`src/rtl/axi_rd_slave_q_if.sv`:
```
// axi_rd_slave_q_if: AXI3 read-address and read-data channel bundle
interface axi_rd_slave_q_if #(
  parameter int ADDR_W = 32,
  parameter int DATA_W = 32,
  parameter int ID_W   = 4
);
  logic [ID_W-1:0]   ARID;
  logic [ADDR_W-1:0] ARADDR;
  logic [3:0]        ARLEN;
  logic [2:0]        ARSIZE;
  logic [1:0]        ARBURST;
  logic [1:0]        ARLOCK;
  logic [3:0]        ARCACHE;
  logic [2:0]        ARPROT;
  logic              ARVALID;
  logic              ARREADY;
  logic [ID_W-1:0]   RID;
  logic [DATA_W-1:0] RDATA;
  logic [1:0]        RRESP;
  logic              RLAST;
  logic              RVALID;
  logic              RREADY;
  modport master (
    output ARID, ARADDR, ARLEN, ARSIZE, ARBURST, ARLOCK, ARCACHE, ARPROT, ARVALID, RREADY,
    input  ARREADY, RID, RDATA, RRESP, RLAST, RVALID
  );
  modport slave (
    input  ARID, ARADDR, ARLEN, ARSIZE, ARBURST, ARLOCK, ARCACHE, ARPROT, ARVALID, RREADY,
    output ARREADY, RID, RDATA, RRESP, RLAST, RVALID
  );
endinterface

```
`src/rtl/axi_rd_slave_q.sv`:
```
// axi_rd_slave_q: AXI3 read slave with in-order AR queue, FIXED/INCR/WRAP beat addressing and a synchronous device port
module axi_rd_slave_q #(
  parameter int DATA_W   = 32,
  parameter int ADDR_W   = 32,
  parameter int ID_W     = 4,
  parameter int AR_DEPTH = 4
) (
  input  logic               ACLK,
  input  logic               ARESETn,
  axi_rd_slave_q_if.slave    ax,
  output logic [ADDR_W-1:0]  address_out,
  output logic               devread,
  input  logic [DATA_W-1:0]  data_in
);
  localparam int PW     = $clog2(AR_DEPTH);
  localparam int SZ_MAX = $clog2(DATA_W / 8);
  typedef enum logic [1:0] {IDLE, FETCH, DATA, RESP} state_t;
  typedef struct packed {
    logic [ID_W-1:0]   id;
    logic [ADDR_W-1:0] addr;
    logic [3:0]        len;
    logic [2:0]        size;
    logic [1:0]        burst;
    logic [8:0]        attr;
  } req_t;
  req_t              mem_q [AR_DEPTH];
  req_t              hd;
  logic [PW:0]       wp_q, wp_d, rp_q, rp_d;
  logic              up_q, full, empty, push, pop, hd_err, unused_attr;
  logic [ADDR_W-1:0] hd_b, b, t, inc, base, nxt;
  state_t            state_q, state_d;
  logic [ADDR_W-1:0] addr_q, addr_d;
  logic [3:0]        len_q, len_d, cnt_q, cnt_d;
  logic [2:0]        size_q, size_d;
  logic [1:0]        burst_q, burst_d;
  logic [ID_W-1:0]   rid_q, rid_d;
  logic              err_q, err_d;
  logic [DATA_W-1:0] rdata_q, rdata_d;
  logic [8:0]        attr_q, attr_d;
  assign full  = (wp_q[PW] != rp_q[PW]) && (wp_q[PW-1:0] == rp_q[PW-1:0]);
  assign empty = wp_q == rp_q;
  assign ax.ARREADY = up_q && !full;
  assign push  = ax.ARVALID && ax.ARREADY;
  assign pop   = state_q == IDLE && !empty;
  assign wp_d  = push ? wp_q + (PW+1)'(1) : wp_q;
  assign rp_d  = pop ? rp_q + (PW+1)'(1) : rp_q;
  assign hd    = mem_q[rp_q[PW-1:0]];
  assign hd_b  = ADDR_W'(1) << hd.size;
  // WRAP needs len+1 to be a power of two (2..16) and a size-aligned start
  assign hd_err = hd.burst == 2'b11 || int'(hd.size) > SZ_MAX ||
                  (hd.burst == 2'b10 && (hd.len == 4'd0 || (hd.len & (hd.len + 4'd1)) != 4'd0 ||
                                         (hd.addr & (hd_b - ADDR_W'(1))) != '0));
  assign b    = ADDR_W'(1) << size_q;
  assign t    = b * ADDR_W'({1'b0, len_q} + 5'd1);
  assign inc  = addr_q + b;
  assign base = addr_q & ~(t - ADDR_W'(1));
  assign nxt  = burst_q == 2'b00 ? addr_q :
                burst_q == 2'b10 ? (inc == base + t ? base : inc) :
                (addr_q & ~(b - ADDR_W'(1))) + b;
  assign ax.RVALID  = state_q == RESP;
  assign ax.RLAST   = ax.RVALID && cnt_q == len_q;
  assign ax.RID     = rid_q;
  assign ax.RDATA   = rdata_q;
  assign ax.RRESP   = err_q ? 2'b10 : 2'b00;
  assign devread    = state_q == FETCH && !err_q;
  assign address_out = addr_q;
  assign unused_attr = ^attr_q;
  always_ff @(posedge ACLK)
    if (push) mem_q[wp_q[PW-1:0]] <= '{id: ax.ARID, addr: ax.ARADDR, len: ax.ARLEN, size: ax.ARSIZE,
                                       burst: ax.ARBURST, attr: {ax.ARLOCK, ax.ARCACHE, ax.ARPROT}};
  always_comb begin
    state_d = state_q;
    addr_d  = addr_q;
    len_d   = len_q;
    cnt_d   = cnt_q;
    size_d  = size_q;
    burst_d = burst_q;
    rid_d   = rid_q;
    err_d   = err_q;
    rdata_d = rdata_q;
    attr_d  = attr_q;
    case (state_q)
      IDLE: if (pop) begin
        state_d = FETCH;
        addr_d  = hd.addr;
        len_d   = hd.len;
        cnt_d   = 4'd0;
        size_d  = hd.size;
        burst_d = hd.burst;
        rid_d   = hd.id;
        err_d   = hd_err;
        attr_d  = hd.attr;
      end
      FETCH: state_d = DATA;
      DATA: begin
        rdata_d = err_q ? '0 : data_in;
        state_d = RESP;
      end
      default: if (ax.RREADY) begin
        state_d = cnt_q == len_q ? IDLE : FETCH;
        cnt_d   = cnt_q == len_q ? cnt_q : cnt_q + 4'd1;
        addr_d  = cnt_q == len_q ? addr_q : nxt;
      end
    endcase
  end
  always_ff @(posedge ACLK) begin
    if (!ARESETn) begin
      up_q    <= 1'b0;
      wp_q    <= '0;
      rp_q    <= '0;
      state_q <= IDLE;
      addr_q  <= '0;
      len_q   <= '0;
      cnt_q   <= '0;
      size_q  <= '0;
      burst_q <= '0;
      rid_q   <= '0;
      err_q   <= 1'b0;
      rdata_q <= '0;
      attr_q  <= '0;
    end else begin
      up_q    <= 1'b1;
      wp_q    <= wp_d;
      rp_q    <= rp_d;
      state_q <= state_d;
      addr_q  <= addr_d;
      len_q   <= len_d;
      cnt_q   <= cnt_d;
      size_q  <= size_d;
      burst_q <= burst_d;
      rid_q   <= rid_d;
      err_q   <= err_d;
      rdata_q <= rdata_d;
      attr_q  <= attr_d;
    end
  end
endmodule

```
`src/flat_wrapper.sv`:
```
// flat-port wrapper written by rule: the top's interface ports become plain ports
module axi_rd_slave_q_flat 
#(
  parameter int DATA_W   = 32,
  parameter int ADDR_W   = 32,
  parameter int ID_W     = 4,
  parameter int AR_DEPTH = 4
)
  (ACLK, ARESETn, address_out, devread, data_in, ax_ARID, ax_ARADDR, ax_ARLEN, ax_ARSIZE, ax_ARBURST, ax_ARLOCK, ax_ARCACHE, ax_ARPROT, ax_ARVALID, ax_RREADY, ax_ARREADY, ax_RID, ax_RDATA, ax_RRESP, ax_RLAST, ax_RVALID);
  axi_rd_slave_q_if #(.ADDR_W(ADDR_W), .DATA_W(DATA_W), .ID_W(ID_W)) ax_i ();
  input  logic ACLK;
  input  logic ARESETn;
  output logic [ADDR_W-1:0] address_out;
  output logic devread;
  input  logic [DATA_W-1:0] data_in;
  input wire logic [$bits(ax_i.ARID)-1:0] ax_ARID;
  input wire logic [$bits(ax_i.ARADDR)-1:0] ax_ARADDR;
  input wire logic [$bits(ax_i.ARLEN)-1:0] ax_ARLEN;
  input wire logic [$bits(ax_i.ARSIZE)-1:0] ax_ARSIZE;
  input wire logic [$bits(ax_i.ARBURST)-1:0] ax_ARBURST;
  input wire logic [$bits(ax_i.ARLOCK)-1:0] ax_ARLOCK;
  input wire logic [$bits(ax_i.ARCACHE)-1:0] ax_ARCACHE;
  input wire logic [$bits(ax_i.ARPROT)-1:0] ax_ARPROT;
  input wire logic [$bits(ax_i.ARVALID)-1:0] ax_ARVALID;
  input wire logic [$bits(ax_i.RREADY)-1:0] ax_RREADY;
  output wire logic [$bits(ax_i.ARREADY)-1:0] ax_ARREADY;
  output wire logic [$bits(ax_i.RID)-1:0] ax_RID;
  output wire logic [$bits(ax_i.RDATA)-1:0] ax_RDATA;
  output wire logic [$bits(ax_i.RRESP)-1:0] ax_RRESP;
  output wire logic [$bits(ax_i.RLAST)-1:0] ax_RLAST;
  output wire logic [$bits(ax_i.RVALID)-1:0] ax_RVALID;
  assign ax_i.ARID = ax_ARID;
  assign ax_i.ARADDR = ax_ARADDR;
  assign ax_i.ARLEN = ax_ARLEN;
  assign ax_i.ARSIZE = ax_ARSIZE;
  assign ax_i.ARBURST = ax_ARBURST;
  assign ax_i.ARLOCK = ax_ARLOCK;
  assign ax_i.ARCACHE = ax_ARCACHE;
  assign ax_i.ARPROT = ax_ARPROT;
  assign ax_i.ARVALID = ax_ARVALID;
  assign ax_i.RREADY = ax_RREADY;
  assign ax_ARREADY = ax_i.ARREADY;
  assign ax_RID = ax_i.RID;
  assign ax_RDATA = ax_i.RDATA;
  assign ax_RRESP = ax_i.RRESP;
  assign ax_RLAST = ax_i.RLAST;
  assign ax_RVALID = ax_i.RVALID;
  axi_rd_slave_q #(.DATA_W(DATA_W), .ADDR_W(ADDR_W), .ID_W(ID_W), .AR_DEPTH(AR_DEPTH)) u_core (.ACLK(ACLK), .ARESETn(ARESETn), .ax(ax_i), .address_out(address_out), .devread(devread), .data_in(data_in));
endmodule
```
`config.mk`:
```
export PLATFORM = sky130hd
export DESIGN_NAME = axi_rd_slave_q_flat
export DESIGN_NICKNAME = d
export VERILOG_FILES = /design/src/rtl/axi_rd_slave_q_if.sv /design/src/rtl/axi_rd_slave_q.sv /design/src/flat_wrapper.sv
export SDC_FILE = /design/constraint.sdc
export NUM_CORES = 1
export LEC_CHECK = 0
export ABC_AREA = 1
export CAP_MARGIN = 20
export CORE_MARGIN = 2
export CORE_UTILIZATION = 54
export CTS_BUF_LIST = sky130_fd_sc_hd__clkbuf_4
export DETAILED_ROUTE_END_ITERATION = 7
export PLACE_DENSITY = 0.79
export SLEW_MARGIN = 25
export SYNTH_ARGS = -nofsm -noshare
export SYNTH_HDL_FRONTEND = slang
export SYNTH_SLANG_ARGS = --single-unit
```
`constraint.sdc`:
```
create_clock -name ACLK -period 6.31 [get_ports ACLK]
set_input_delay 1.893 -clock ACLK [delete_from_list [all_inputs] [get_ports ACLK]]
set_output_delay 1.893 -clock ACLK [all_outputs]
set_load 0.02 [all_outputs]
```
==> reports/metrics.csv, run 1 <==
stage,metric,value,unit
worst_setup_path,r2r_start,u_core.len_q[1],
finish,regArea,7282,µm²
worst_setup_path,r2r_cells,46,
clocking,cts_buffer_depth,3,
floorplan,core_area,31390,µm²
place,gp_congestion,0.9191,
routing,drt_first_pass_iters,5,
power,power.switching,0.004812,W
clocking,cts_buffers,61,
grt,antenna_found_initial,1,
synth,synthArstFlopShare,0,%
routing,vias,16580,
finish,final_cell_mix,"nand2_1 (448), nor2_1 (269), buf_4 (193)",
power,p_seq_share,25.3,%
timing,hold_viol,0,
floorplan,start_util,54.49,%
routing,dr_wl_met2,24210,µm
grt,grt_start_max_net_pins,62,
finish,nets,2680,
clocking,cts_tree,yes,
clocking,clockRootBuffer,clkbuf_4,
floorplan,pin_count,164,
worst_setup_path,worstPathArrival,7310,ps
synth,syn-num-nets,2353,
synth,syn_area_per_cell,7.825,µm²
floorplan,std_cell_rows,65,
synth,ys_seq_area_share,42.48,%
hold_path,hp-class,flip-flop to flip-flop,
run_status,violations,setup timing,
run_status,status,finished with violations,
power,powerDensity,461.0,nW/µm²
timing,tightest_slew,927.8,ps
power,pwr-share-clk,13.5,%
clocking,clkSinkCount,273,
finish,fin_util,70.22,%
place,dp_hpwl,35280,µm
synth,syn_inst,2186,
finish,multi_input_area,9350,µm²
grt,grt_pass1_wl,79070,µm
routing,drc,0,
worst_setup_path,reg2reg_slack,-400,ps
worst_setup_path,reg2reg_to,u_core.address_out[19],
routing,routed_wl,50360,µm
power,leakage,9.118,nW
finish,fillers,2388,
timing,rsz0062_at_grt,true,
routing,drt_iter0_drc,1661,
timing,max_freq,149.1,MHz
timing,tns,-10970,ps
worst_setup_path,cp_slowest_cell,fa_1,
timing,fin_crit_sh,106.3,%
floorplan,die_y,182.0,µm
routing,wl_met1,20800,µm
finish,layout_commonest_cell,nand2_1,
place,place_area,20050,µm²
grt,grt_usage,29.69,%
clocking,path_clk_slew,70,ps
synth,yosys_warnings,0,
clocking,htreeDepth,2,
grt,grt_overflow,0,
place,pre_cts_ws,-757.1,ps
worst_setup_path,max_stage_delay,570,ps
routing,route.met3.wl,3630,µm
floorplan,die_w,182.0,µm
run,drv_cap,0,
worst_setup_path,crit_end,u_core.address_out[19],
worst_setup_path,crit_path_max_fanout,8,
power,swShare,47.35,%
worst_setup_path,crit_top_cell,nand2_1,
synth,synth-seq-cells,273,
synth,netlist.area_leader.share,31.60,%
worst_setup_path,crit_required,6910,ps
timing,setup_viol_count_final,32,
timing,fin_ws,-395.5,ps
finish,fin_area,22040,µm²
hold_path,hold_depth,2,
timing,final.setup_skew,45.04,ps
power,combinationalPowerShare,61.3,%
clocking,clk_latency,700,ps
routing,drtAntennaViolNets,0,
worst_setup_path,worstSetupEndpointType,flip-flop,
place,dp_cells,2811,
timing,final_max_slew_viol_count,0,
finish,drive_gt1_share,21.06,%
worst_setup_path,critPathKind,flip-flop to flip-flop,
power,ir_drop,467.0,µV
floorplan,die_area,33120,µm²
clocking,cts_hold_repair.buffers,0,
routing,post_drt_via_cell_ratio,5.589,
timing,worst_slew_margin_rel,38.08,%
worst_setup_path,startpoint,u_core.len_q[1],
timing,period_minus_slack,6705,ps
synth,synthTopCellsByArea,"edfxtp_1 (32%), dfxtp_1 (11%), nand2_1 (11%)",
synth,yosys.area.top_type,edfxtp_1,
synth,synthFlopType,edfxtp_1,
grt,grt_pass1_vias,15770,
finish,area_growth,28.87,%
synth,synth_edf_count,180,
routing,wl_per_cell,16.97,µm
synth,synth.distinct_cells,53,
synth,synth_area,17110,µm²
power,p_int,0.005351,W
routing,routed.top_layer,met4,
place,portBuffers,153,
worst_setup_path,startpoint_type,flip-flop,
finish,instances_no_fill,2967,
==> cells in the mapped netlist (11+ instances only) <==
cell and instances:
nand2_1 495, nor2_1 302, inv_1 197, edfxtp_1 180, nand3_1 153, a21oi_1 135, o21ai_0 126, dfxtp_1 93
clkbuf_1 68, ha_1 57, nand4_1 55, xor2_1 51, a31oi_1 36, fa_1 20, xnor2_1 20, inv_2 18
nand2_2 15, buf_2 12, o22ai_1 12, buf_1 11, nor3_1 11
==> cell type report <==
cell class | count | share of cell area, %
Clock inverter | 28 | 0.7832
Sequential cell | 273 | 33.03
Antenna cell | 1 | 0.01135
Inverter | 220 | 3.814
Clock buffer | 86 | 2.929
Multi-Input combinational cell | 1595 | 42.41
Tap cell | 402 | 2.282
Timing Repair Buffer | 362 | 14.73
==> cells by family (layout without fill, tap and decap cells) <==
| kind of cell | Yosys count | in the layout | synth area share (%) |
|---|---|---|---|
| simple gates | 1083 | 1084 | 27.66 |
| compound gates | 355 | 355 | 11.50 |
| buf+inv | 319 | 696 | 7.395 |
| flops | 273 | 273 | 42.48 |
| fa+ha+maj | 77 | 77 | 6.510 |
| xor+xnor | 76 | 76 | 4.315 |
| mux | 2 | 2 | 0.1243 |
| other cells | 1 | 2 | 0.02192 |
==> registers in the layout (all words and copies together), names as in the netlist, named ones only <==
| signal | count |
|---|---|
| u_core.address_out | 32 |
| u_core.err_q | 1 |
| u_core.state_q | 2 |
| u_core.size_q | 3 |
| u_core.len_q | 4 |
| u_core.rp_q | 3 |
| u_core.burst_q | 2 |
| u_core.mem_q | 180 |
| u_core.ax.RDATA | 32 |
| u_core.up_q | 1 |
| u_core.cnt_q | 4 |
| u_core.ax.RID | 4 |
| u_core.wp_q | 3 |
==> critical path: cells and delay by family, from the launching register on <==
family                   cells  cell delay (ps)
buffers and inverters        9             1010
AO/OA/AOI/OAI                1              110
adder cells (fa/ha/maj)      5             2100
flip-flops                   1              370
AND/OR/NAND/NOR             30             2840
XOR/XNOR                     1              170
==> worst min-delay path by stage <==
| stage | startpoint | to | slack, ps |
|---|---|---|---|
| floorplan | u_core.wp_q[2] | u_core.wp_q[2] | 440 |
| global placement | u_core.ax.RDATA[11] | u_core.ax.RDATA[11] | 450 |
| detailed placement | u_core.ax.RDATA[3] | u_core.ax.RDATA[3] | 460 |
| CTS | u_core.ax.RDATA[3] | u_core.ax.RDATA[3] | 470 |
| global route | u_core.ax.RDATA[29] | u_core.ax.RDATA[29] | 480 |
| finish | u_core.ax.RDATA[3] | u_core.ax.RDATA[3] | 460 |
==> metrics by stage <==
stage	total power, W	hold WS, ps
after CTS	0.009858	466.2
final	0.01016	464.4
after detailed placement	0.008101	455.2
after global routing	0.01083	479.8
after floorplan	0.006063	442.6
after global placement	0.007971	451.7
==> metal layers <==
layer / vias to the layer above / track usage (%)
li1: 8010 / -
met5: - / 0
met3: 113 / 3.369
met4: 0 / 11.19
met2: 725 / 50.19
met1: 7735 / 39.49
==> repair_timing <==
action | 4_1_cts | 5_1_grt
pin swaps | 43 | 69
endpoints found under the setup margin | 32 | 32
cloned | 4 | 0
resized for setup | 101 | 107
buffers inserted | 27 | 10
==> power groups by stage <==
| stage | Combinational (W) | Clock, W | Sequential (W) |
|---|---|---|---|
| 3_3_place_gp | 0.00541 | 0 | 0.00256 |
| 2_1_floorplan | 0.00355 | 0 | 0.00251 |
| 5_1_grt | 0.00675 | 0.00149 | 0.00259 |
| 3_5_place_dp | 0.00553 | 0 | 0.00257 |
| 4_1_cts | 0.00592 | 0.00140 | 0.00254 |
| 6_report | 0.00623 | 0.00137 | 0.00257 |
(Power assumes the default switching activity.)
==> run 2, diff against run 1 <==
HOLD_SLACK_MARGIN = 0.06   (was not set)
==> results of run 2 <==
Final layout, timing and power as in run 1 (identical DEF).
